===== src/rtl/lg_2_bist_ctrl.sv =====
// BIST sweep controller for a 4-output NOR-gate block: applies 64 vectors, records mismatches.
// Optional LG2_BIST_STOP_ON_FAIL_EN ends the sweep at the first mismatching vector.
module lg_2_bist_ctrl #(
  parameter int SETTLE_CYC = 2,
  parameter int LAST_VEC   = 63
) (
  input  logic       CLK,
  input  logic       RST,
  input  logic       START,
  input  logic       Y1,
  input  logic       Y2,
  input  logic       Y3,
  input  logic       Y4,
  output logic       A,
  output logic       B,
  output logic       C,
  output logic       D,
  output logic       E,
  output logic       G,
  output logic       BUSY,
  output logic       DONE,
  output logic       PASS,
  output logic [6:0] FAIL_CNT,
  output logic [5:0] FIRST_FAIL,
  output logic [3:0] FAIL_MASK
);

  typedef enum logic [2:0] {
    S_IDLE,
    S_APPLY,
    S_SETTLE,
    S_CHECK,
    S_DONE
  } state_t;

  localparam logic [5:0] LAST        = 6'(LAST_VEC);
  localparam logic [3:0] SETTLE_LAST = 4'(SETTLE_CYC - 1);

  state_t     state;
  state_t     state_nxt;
  logic [5:0] vec;
  logic [3:0] settle_cnt;
  logic [3:0] exp_y;
  logic [3:0] obs_y;
  logic [3:0] mism;
  logic       any_mism;
  logic       stop_now;
  logic       launch;

  // Expected responses; G deliberately feeds none of them.
  assign exp_y[0] = ~|vec[5:4];
  assign exp_y[1] = ~|vec[5:3];
  assign exp_y[2] = ~|vec[5:2];
  assign exp_y[3] = ~|vec[5:1];
  assign obs_y    = {Y4, Y3, Y2, Y1};
  assign mism     = exp_y ^ obs_y;
  assign any_mism = |mism;
  assign launch   = START && ((state == S_IDLE) || (state == S_DONE));

`ifdef LG2_BIST_STOP_ON_FAIL_EN
  assign stop_now = any_mism;
`else
  assign stop_now = 1'b0;
`endif

  always_ff @(posedge CLK) begin
    if (RST) state <= S_IDLE;
    else     state <= state_nxt;
  end

  always_comb begin
    state_nxt = state;
    case (state)
      S_IDLE, S_DONE: if (START) state_nxt = S_APPLY;
      S_APPLY:        state_nxt = S_SETTLE;
      S_SETTLE:       if (settle_cnt == SETTLE_LAST) state_nxt = S_CHECK;
      S_CHECK:        state_nxt = (stop_now || (vec == LAST)) ? S_DONE : S_APPLY;
      default:        state_nxt = S_IDLE;
    endcase
  end

  always_ff @(posedge CLK) begin
    if (RST) begin
      vec        <= '0;
      settle_cnt <= '0;
      FAIL_CNT   <= '0;
      FIRST_FAIL <= '0;
      FAIL_MASK  <= '0;
    end else if (launch) begin
      vec        <= '0;
      settle_cnt <= '0;
      FAIL_CNT   <= '0;
      FIRST_FAIL <= '0;
      FAIL_MASK  <= '0;
    end else begin
      case (state)
        S_APPLY:  settle_cnt <= '0;
        S_SETTLE: settle_cnt <= settle_cnt + 4'd1;
        S_CHECK: begin
          if (any_mism) begin
            if (FAIL_CNT != 7'd127) FAIL_CNT <= FAIL_CNT + 7'd1;
            if (FAIL_CNT == 7'd0)   FIRST_FAIL <= vec;
            FAIL_MASK <= FAIL_MASK | mism;
          end
          if (state_nxt == S_APPLY) vec <= vec + 6'd1;
        end
        default: ;
      endcase
    end
  end

  // In DONE the vector register still holds the last vector applied.
  assign {A, B, C, D, E, G} = (state == S_IDLE) ? 6'd0 : vec;
  assign BUSY = (state == S_APPLY) || (state == S_SETTLE) || (state == S_CHECK);
  assign DONE = (state == S_DONE);
  assign PASS = DONE && (FAIL_CNT == 7'd0);

endmodule


===== config.mk =====
export PLATFORM = sky130hd
export DESIGN_NAME = lg_2_bist_ctrl
export DESIGN_NICKNAME = d
export VERILOG_FILES = /design/src/rtl/lg_2_bist_ctrl.sv
export SDC_FILE = /design/constraint.sdc
export NUM_CORES = 1
export LEC_CHECK = 0
export CAP_MARGIN = 40
export CORE_MARGIN = 8
export CORE_UTILIZATION = 54
export DETAILED_ROUTE_END_ITERATION = 10
export PLACE_DENSITY = 0.86
export SYNTH_ARGS = -nofsm -noshare
export SYNTH_HDL_FRONTEND = slang
export SYNTH_SLANG_ARGS = --single-unit

===== constraint.sdc =====
create_clock -name CLK -period 5.8 [get_ports CLK]
set_input_delay 1.16 -clock CLK [delete_from_list [all_inputs] [get_ports CLK]]
set_output_delay 1.16 -clock CLK [all_outputs]
set_load 0.005 [all_outputs]

==> impl_results.md, run 1 <==
- Final hold violations: 0
- Min-delay src: FAIL_MASK[3]$_SDFFE_PP0P_
- Total gr overflow: 0
- CTS Buf Count: 5
- Final Critical Period: 3.141 ns
- Post-CTS Resized: 0
- Hold bufs inserted after CTS: 0
- Unique cell type count in the Yosys netlist: 39
- Fmax: 318.3 MHz
- Status: complete, no violations
- Total iterations of the first detailed-routing run: 5
- R2R depth: 6
- Maximum vdd drop: 154.5 uV
- Worst R2R Start: vec[3]$_SDFFE_PP0P_
- Final setup vio count: 0
- Leakage power: 0.0006783 uW
- H-Tree Depth: 2
- Int Power: 271.4 uW
- Initial antenna violation count: 0
- First-pass GRT wire length: 6417 um
- Fraction of layout cells with a size suffix above 1: 5.455%
- Clk buf depth: 2
- TritonCTS clock tree: built
- CTS root buf: clkbuf_4
- Power per Cell Area: 193.6 nW/um^2
- Port Buffers: 32
- RSZ-0062 raised after global routing: no
- DIE AREA: 4895 um^2
- Cell count after synthesis: 191
- Seq/Total Area, Yosys: 38.19%
- Yosys reg bits: 30
- Initial core utilization: 57.03%
- FF-to-FF setup slack: 3.45 ns
- Mapped Area: 1573 um^2
- Clk_skew: 0.01223 ns
- Area grow syn2layout: 22.12%
- WHS Endpoint: FAIL_MASK[3]$_SDFFE_PP0P_
- Syn Nets: 203
- NetSw: 100.4 uW
- Top-Level Pins: 33
- DIE WIDTH: 69.97 um
- Startpoint types: flop
- Clk Latency, worst-skew pair: 0.34 ns
- Hold Path Depth: 2
- Vias in the first global route: 1495
- DRC Markers: 0
- Fin Setup TNS: 0 ns
- Slew headroom: 44.33%
- CP max FO: 13
- Max-slew violation count: 0
- Core area: 2758 um^2
- Std-Cell Rows: 19
- Flop pwr share: 57.9%
- Hold Crit Class: reg -> reg
- Vias per std cell: 5.952
- CP Capture Type: output port
- Fin crit share: 54.16%
- Final core occ: 69.65%
- Die height: 69.97 um
- Worst Max-Slew Pin Slew: 0.8350 ns
- Arrival time worst endpoint: 1.98 ns
- WL/cell: 14.86 um
- GRT Overall Usage: 15.32%
- First-iteration detailed-routing DRC count: 153
- # nets final: 232
- Hpwl dp: 2690 um
- Critical path type: reg -> out
- Post-CTS setup buffers: 0
- Clock share of power: 31.3%
- Syn Area/Cell: 8.234 um^2
- Antenna Cells: 0
- YS warnings: 0
- Sw Share: 27.00%
- Worst R2R End: FAIL_CNT[4]$_SDFFE_PP0P_
- CTS sink count: 30
- Final ANT Viol Nets: 0
- Routed via count: 1494
- Combinational share of power: 10.8%
- Data required, critical path: 4.64 ns
- Clock transition at path regs: 0.09 ns
- Routability congestion estimate: 0.8314
- Max cap viols: 0
- Post-Route WL: 3729 um
- Largest net degree at the start of global routing: 28
-- power by group through the flow --
stage | clock, uW | sequential (uW) | combinational [uW]
final | 117 | 215 | 40.1
after global routing | 124 | 216 | 44.7
after CTS | 116 | 215 | 40.3
after detailed placement | 0 | 220 | 40.1
after global placement | 0 | 219 | 38.3
after floorplan | 0 | 216 | 29.9
-- routing by layer --
| layer | vias to the layer above | track usage [%] | part of all wire (%) |
|---|---|---|---|
| met4 | 0 | 8.929 | 2.7 |
| met3 | 14 | 5.085 | 7.1 |
| met5 | - | 0 | 0 |
| met1 | 692 | 16.29 | 42 |
| li1 | 728 | - | - |
| met2 | 60 | 25.79 | 49 |
-- worst max-delay path, stage by stage, from the launching register on --
cell and delay, ns:
dfxtp_1 0.45, nor3_1 0.60, nor2b_1 0.12, clkdlybuf4s50_1 0.48
-- metrics by stage --
step | hold slack [ns] | worst slack, ns | std cells | power (uW) | instance area (um^2)
2_1_floorplan | 0.4421 | 3.490 | 191 | 245.4 | 1573
3_3_place_gp | 0.4339 | 2.662 | 243 | 257.6 | 1871
3_5_place_dp | 0.4416 | 2.742 | 244 | 260.0 | 1876
4_1_cts | 0.4527 | 2.658 | 251 | 371.5 | 1921
5_1_grt | 0.4991 | 2.528 | 251 | 384.6 | 1921
6_report | 0.4510 | 2.659 | 251 | 371.8 | 1921
-- final cells by class --
| type | count | area, um^2 |
|---|---|---|
| Inverter | 7 | 26.28 |
| Sequential cell | 30 | 600.6 |
| Tap cell | 31 | 38.79 |
| Multi-Input combinational cell | 143 | 884.6 |
| Timing Repair Buffer | 33 | 325.3 |
| Clock buffer | 7 | 45.04 |
| Fill cell | 224 | 837.1 |
-- logic make-up (layout without fill, tap and decap cells) --
logic type | count (synthesis) | after routing | synth area share (%)
buffers and inverters | 18 | 47 | 5.569
flip-flops | 30 | 30 | 38.19
multiplexers | 1 | 1 | 0.6365
XOR/XNOR | 10 | 10 | 5.569
AND/OR/NAND/NOR | 81 | 81 | 27.53
adder cells (fa/ha/maj) | 5 | 5 | 3.978
AO/OA/AOI/OAI | 46 | 46 | 18.54
-- how the worst max path moves through the flow --
stage | from | end | slack [ns] | cells past startpoint
2_1_floorplan | Y1 | FAIL_CNT[2]$_SDFFE_PP0P_ | 3.49 | 5
3_3_place_gp | Y1 | FIRST_FAIL[5]$_SDFFE_PP0P_ | 2.66 | 6
3_5_place_dp | Y2 | FAIL_CNT[4]$_SDFFE_PP0P_ | 2.74 | 7
4_1_cts | state[1]$_SDFF_PP0_ | BUSY | 2.66 | 4
5_1_grt | state[1]$_SDFF_PP0_ | BUSY | 2.53 | 4
6_report | state[1]$_SDFF_PP0_ | D | 2.66 | 3
-- cells in the final DEF (no fill, tap or decap), types with 5 or more instances in the layout --
| cell | count |
|---|---|
| nor2_1 | 24 |
| clkbuf_4 | 5 |
| xor2_1 | 6 |
| dfxtp_1 | 30 |
| clkdlybuf4s50_1 | 32 |
| nor2b_1 | 6 |
| nand2_1 | 8 |
| o21ai_0 | 9 |
| ha_1 | 5 |
| nand3_1 | 13 |
| a21oi_1 | 20 |
| nor3_1 | 5 |
| inv_1 | 7 |
-- registers in the layout (all words and copies together), names as in the netlist --
name / cells
FAIL_CNT: 7
FAIL_MASK: 4
FIRST_FAIL: 6
settle_cnt: 4
state: 3
vec: 6
-- synth_stat cells --
master    instances  area share (%)
and3_1            1            0.40
and2_1            2            0.80
mux2i_1           1            0.64
nor2b_1           6             2.4
buf_6             2             1.4
nor4_1            1            0.40
a22oi_1           4             1.9
or4_4             2             1.4
buf_2             1            0.32
dfxtp_1          30              38
nor3_1            5             1.6
or2_2             2            0.80
nand4b_1          2             1.1
buf_1             2            0.48
xnor2_1           4             2.2
nor2_1           24             5.7
buf_4             1            0.48
nand2_1           8             1.9
a41o_1            1            0.64
or3_1             1            0.40
clkbuf_1          5             1.2
xor2_1            6             3.3
inv_1             7             1.7
a21oi_1          20             6.4
nor3b_1           1            0.48
a41oi_1           1            0.56
nand3_1          13             4.1
o21a_1            1            0.48
a21o_1            4             1.9
nand2b_1          4             1.6
o21ai_0           9             2.9
nor4_2            1            0.80
o22a_1            1            0.56
nand4_1           3             1.2
or4_1             4             1.9
a31oi_4           1             1.4
o31ai_1           4             1.9
nand3b_1          1            0.48
ha_1              5             4.0
No activity file was read; power rests on OpenSTA's default activity.
==> run 2, diff against run 1 <==
CORE_UTILIZATION = 45   (was 54)
PLACE_DENSITY = 0.77   (was 0.86)
clock period = 2.6 ns   (was 5.8 ns; I/O delays follow)
==> run 2 against run 1 <==
Effect of this change:
- sequential power increased by 120%
- final cell count grew 8.8%
- flip-flop and latch count is the same
- sequential share of layout area fell by 1.3 points
- worst hold slack better by 0.0039 ns
- non-clock buffer count up 6
- clock power grew to 2.5 times the previous value
- critical path type unchanged
- largest cell class unchanged
- largest power group unchanged
- highest routed layer unchanged
==> impl_results.md, run 2 (same netlist as run 1, synthesis figures left out) <==
- DIE WIDTH: 75.12 um
- Die height: 75.12 um
- Largest regs: FAIL_CNT: 7 flops, FIRST_FAIL: 6 flops, vec: 6 flops
- CTS sink count: 30
- First-pass GRT wire length: 6499 um
- Sw Share: 26.60%
- Routed via count: 1485
- Largest Register: FAIL_CNT
- Final Critical Period: 2.482 ns
- First-iteration detailed-routing DRC count: 113
- Fin Hold WS: 0.4549 ns
- CTS Buf Count: 5
- Most frequent cells in the layout: 32 x clkdlybuf4s50_1, 30 x dfxtp_1, 24 x nor2_1, 20 x a21oi_1, 13 x nand3_1
- Top-Level Pins: 33
- Initial antenna violation count: 0
- Flop pwr share: 54.6%
- Max reg flops: 7
- DIE AREA: 5643 um^2
- Total gr overflow: 0
- Post-Route WL: 3752 um
- Std-Cell Rows: 21
- Clock share of power: 33.8%
- Initial core utilization: 47.13%
- DRC Markers: 0
- Hpwl dp: 2720 um
- Clk buf depth: 2
- Area grow syn2layout: 27.61%
- CP Capture Type: output port
- Fin Setup TNS: 0 ns
- Clk Latency, worst-skew pair: 0.34 ns
- Final hold violations: 0
- Design area: 2007 um^2
- Final ANT Viol Nets: 0
- Final setup vio count: 0
- H-Tree Depth: 2
- Hold Crit Class: reg -> reg
- Slew headroom: 54.36%
- Routability congestion estimate: 0.7452
- Vias per std cell: 5.440
- Clk_skew: 0.007823 ns
- TritonCTS clock tree: built
- Combinational share of power: 11.5%
- Post-DP Area: 1942 um^2
- Clock transition at path regs: 0.10 ns
- Fraction of layout cells with a size suffix above 1: 9.251%
- NetSw: 232.3 uW
- Int Power: 641.1 uW
- Vias in the first global route: 1399
- Data required, critical path: 2.08 ns
- Arrival time worst endpoint: 1.96 ns
- # nets final: 238
- Startpoint types: flop
- Worst Max-Slew Pin Slew: 0.6758 ns
- Power per Cell Area: 435.2 nW/um^2
- Fin crit share: 95.46%
- Fmax: 402.9 MHz
- RSZ-0062 raised after global routing: no
- WL/cell: 13.74 um
- CTS root buf: clkbuf_4
- Max cap viols: 0
- Total iterations of the first detailed-routing run: 4
- Max-slew violation count: 0
- CP max FO: 13
- Core area: 3337 um^2
- Post-CTS setup buffers: 0
- Critical path type: reg -> out
- Most common cell after layout, fill and taps aside: clkdlybuf4s50_1
- Port Buffers: 32
- Antenna Cells: 0
- Overall Power: 873.4 uW
- GRT Overall Usage: 14.71%
- Status: complete, no violations
- Largest net degree at the start of global routing: 16
- Leakage power: 0.0007207 uW
- Maximum vdd drop: 315.0 uV
[run 2: cell count changes in the layout (fill, tap and decap cells not counted), sizes merged]
cell    previous run  this run
buf                1         7
clkinv             0         1
[run 2: worst paths after layout]
| check | from | to | slack (ns) | cells after the start |
|---|---|---|---|---|
| max reg2reg | vec[2]$_SDFFE_PP0P_ | FAIL_CNT[4]$_SDFFE_PP0P_ | 0.32 | 6 |
| min | FAIL_MASK[3]$_SDFFE_PP0P_ | FAIL_MASK[3]$_SDFFE_PP0P_ | 0.45 | 2 |
| min reg2reg | FAIL_MASK[3]$_SDFFE_PP0P_ | FAIL_MASK[3]$_SDFFE_PP0P_ | 0.45 | 2 |
| max | state[0]$_SDFF_PP0_ | BUSY | 0.12 | 4 |
[run 2: power groups by stage]
stage,clock [uW],sequential [uW],combinational [uW]
after floorplan,0,481,66.7
after global placement,0,487,98.5
after detailed placement,0,487,99.5
after CTS,302,476,100
after global routing,315,479,113
final,296,477,101
[run 2: layout make-up]
cell class / count / area [um^2]
Clock buffer: 7 / 55.05
Clock inverter: 1 / 5.005
Fill cell: 316 / 1330
Inverter: 7 / 26.28
Multi-Input combinational cell: 143 / 889.6
Sequential cell: 30 / 600.6
Tap cell: 46 / 57.56
Timing Repair Buffer: 39 / 372.9
[run 2: metrics by stage]
| step | util (%) | worst slack [ns] | cells |
|---|---|---|---|
| final | 60.14 | 0.1180 | 273 |
| after global routing | 60.14 | 0.004917 | 273 |
| after CTS | 59.99 | 0.05954 | 273 |
| after detailed placement | 58.19 | 0.2252 | 265 |
| after global placement | 58.19 | 0.2720 | 265 |
| after floorplan | - | 0.5025 | 191 |
[run 2: metal layers]
layer  up-vias  GRT usage, %  share of wire [%]
li1        743             -                  -
met1       691         17.33                 45
met2        42         23.80                 46
met3         9         4.527                7.0
met4         0         6.522                1.8
met5         -             0                  0
[run 2: timing repair]
item	CTS	global route
endpoints found under the hold margin	0	0
endpoints found under the setup margin	0	6
hold buffers	0	0
resized for setup	0	1
[run 2: worst max-delay path: stages (launching register included)]
cell             delay [ns]
dfxtp_1                0.59
nor2_1                 0.14
or2_2                  0.34
inv_1                  0.06
clkdlybuf4s50_1        0.49
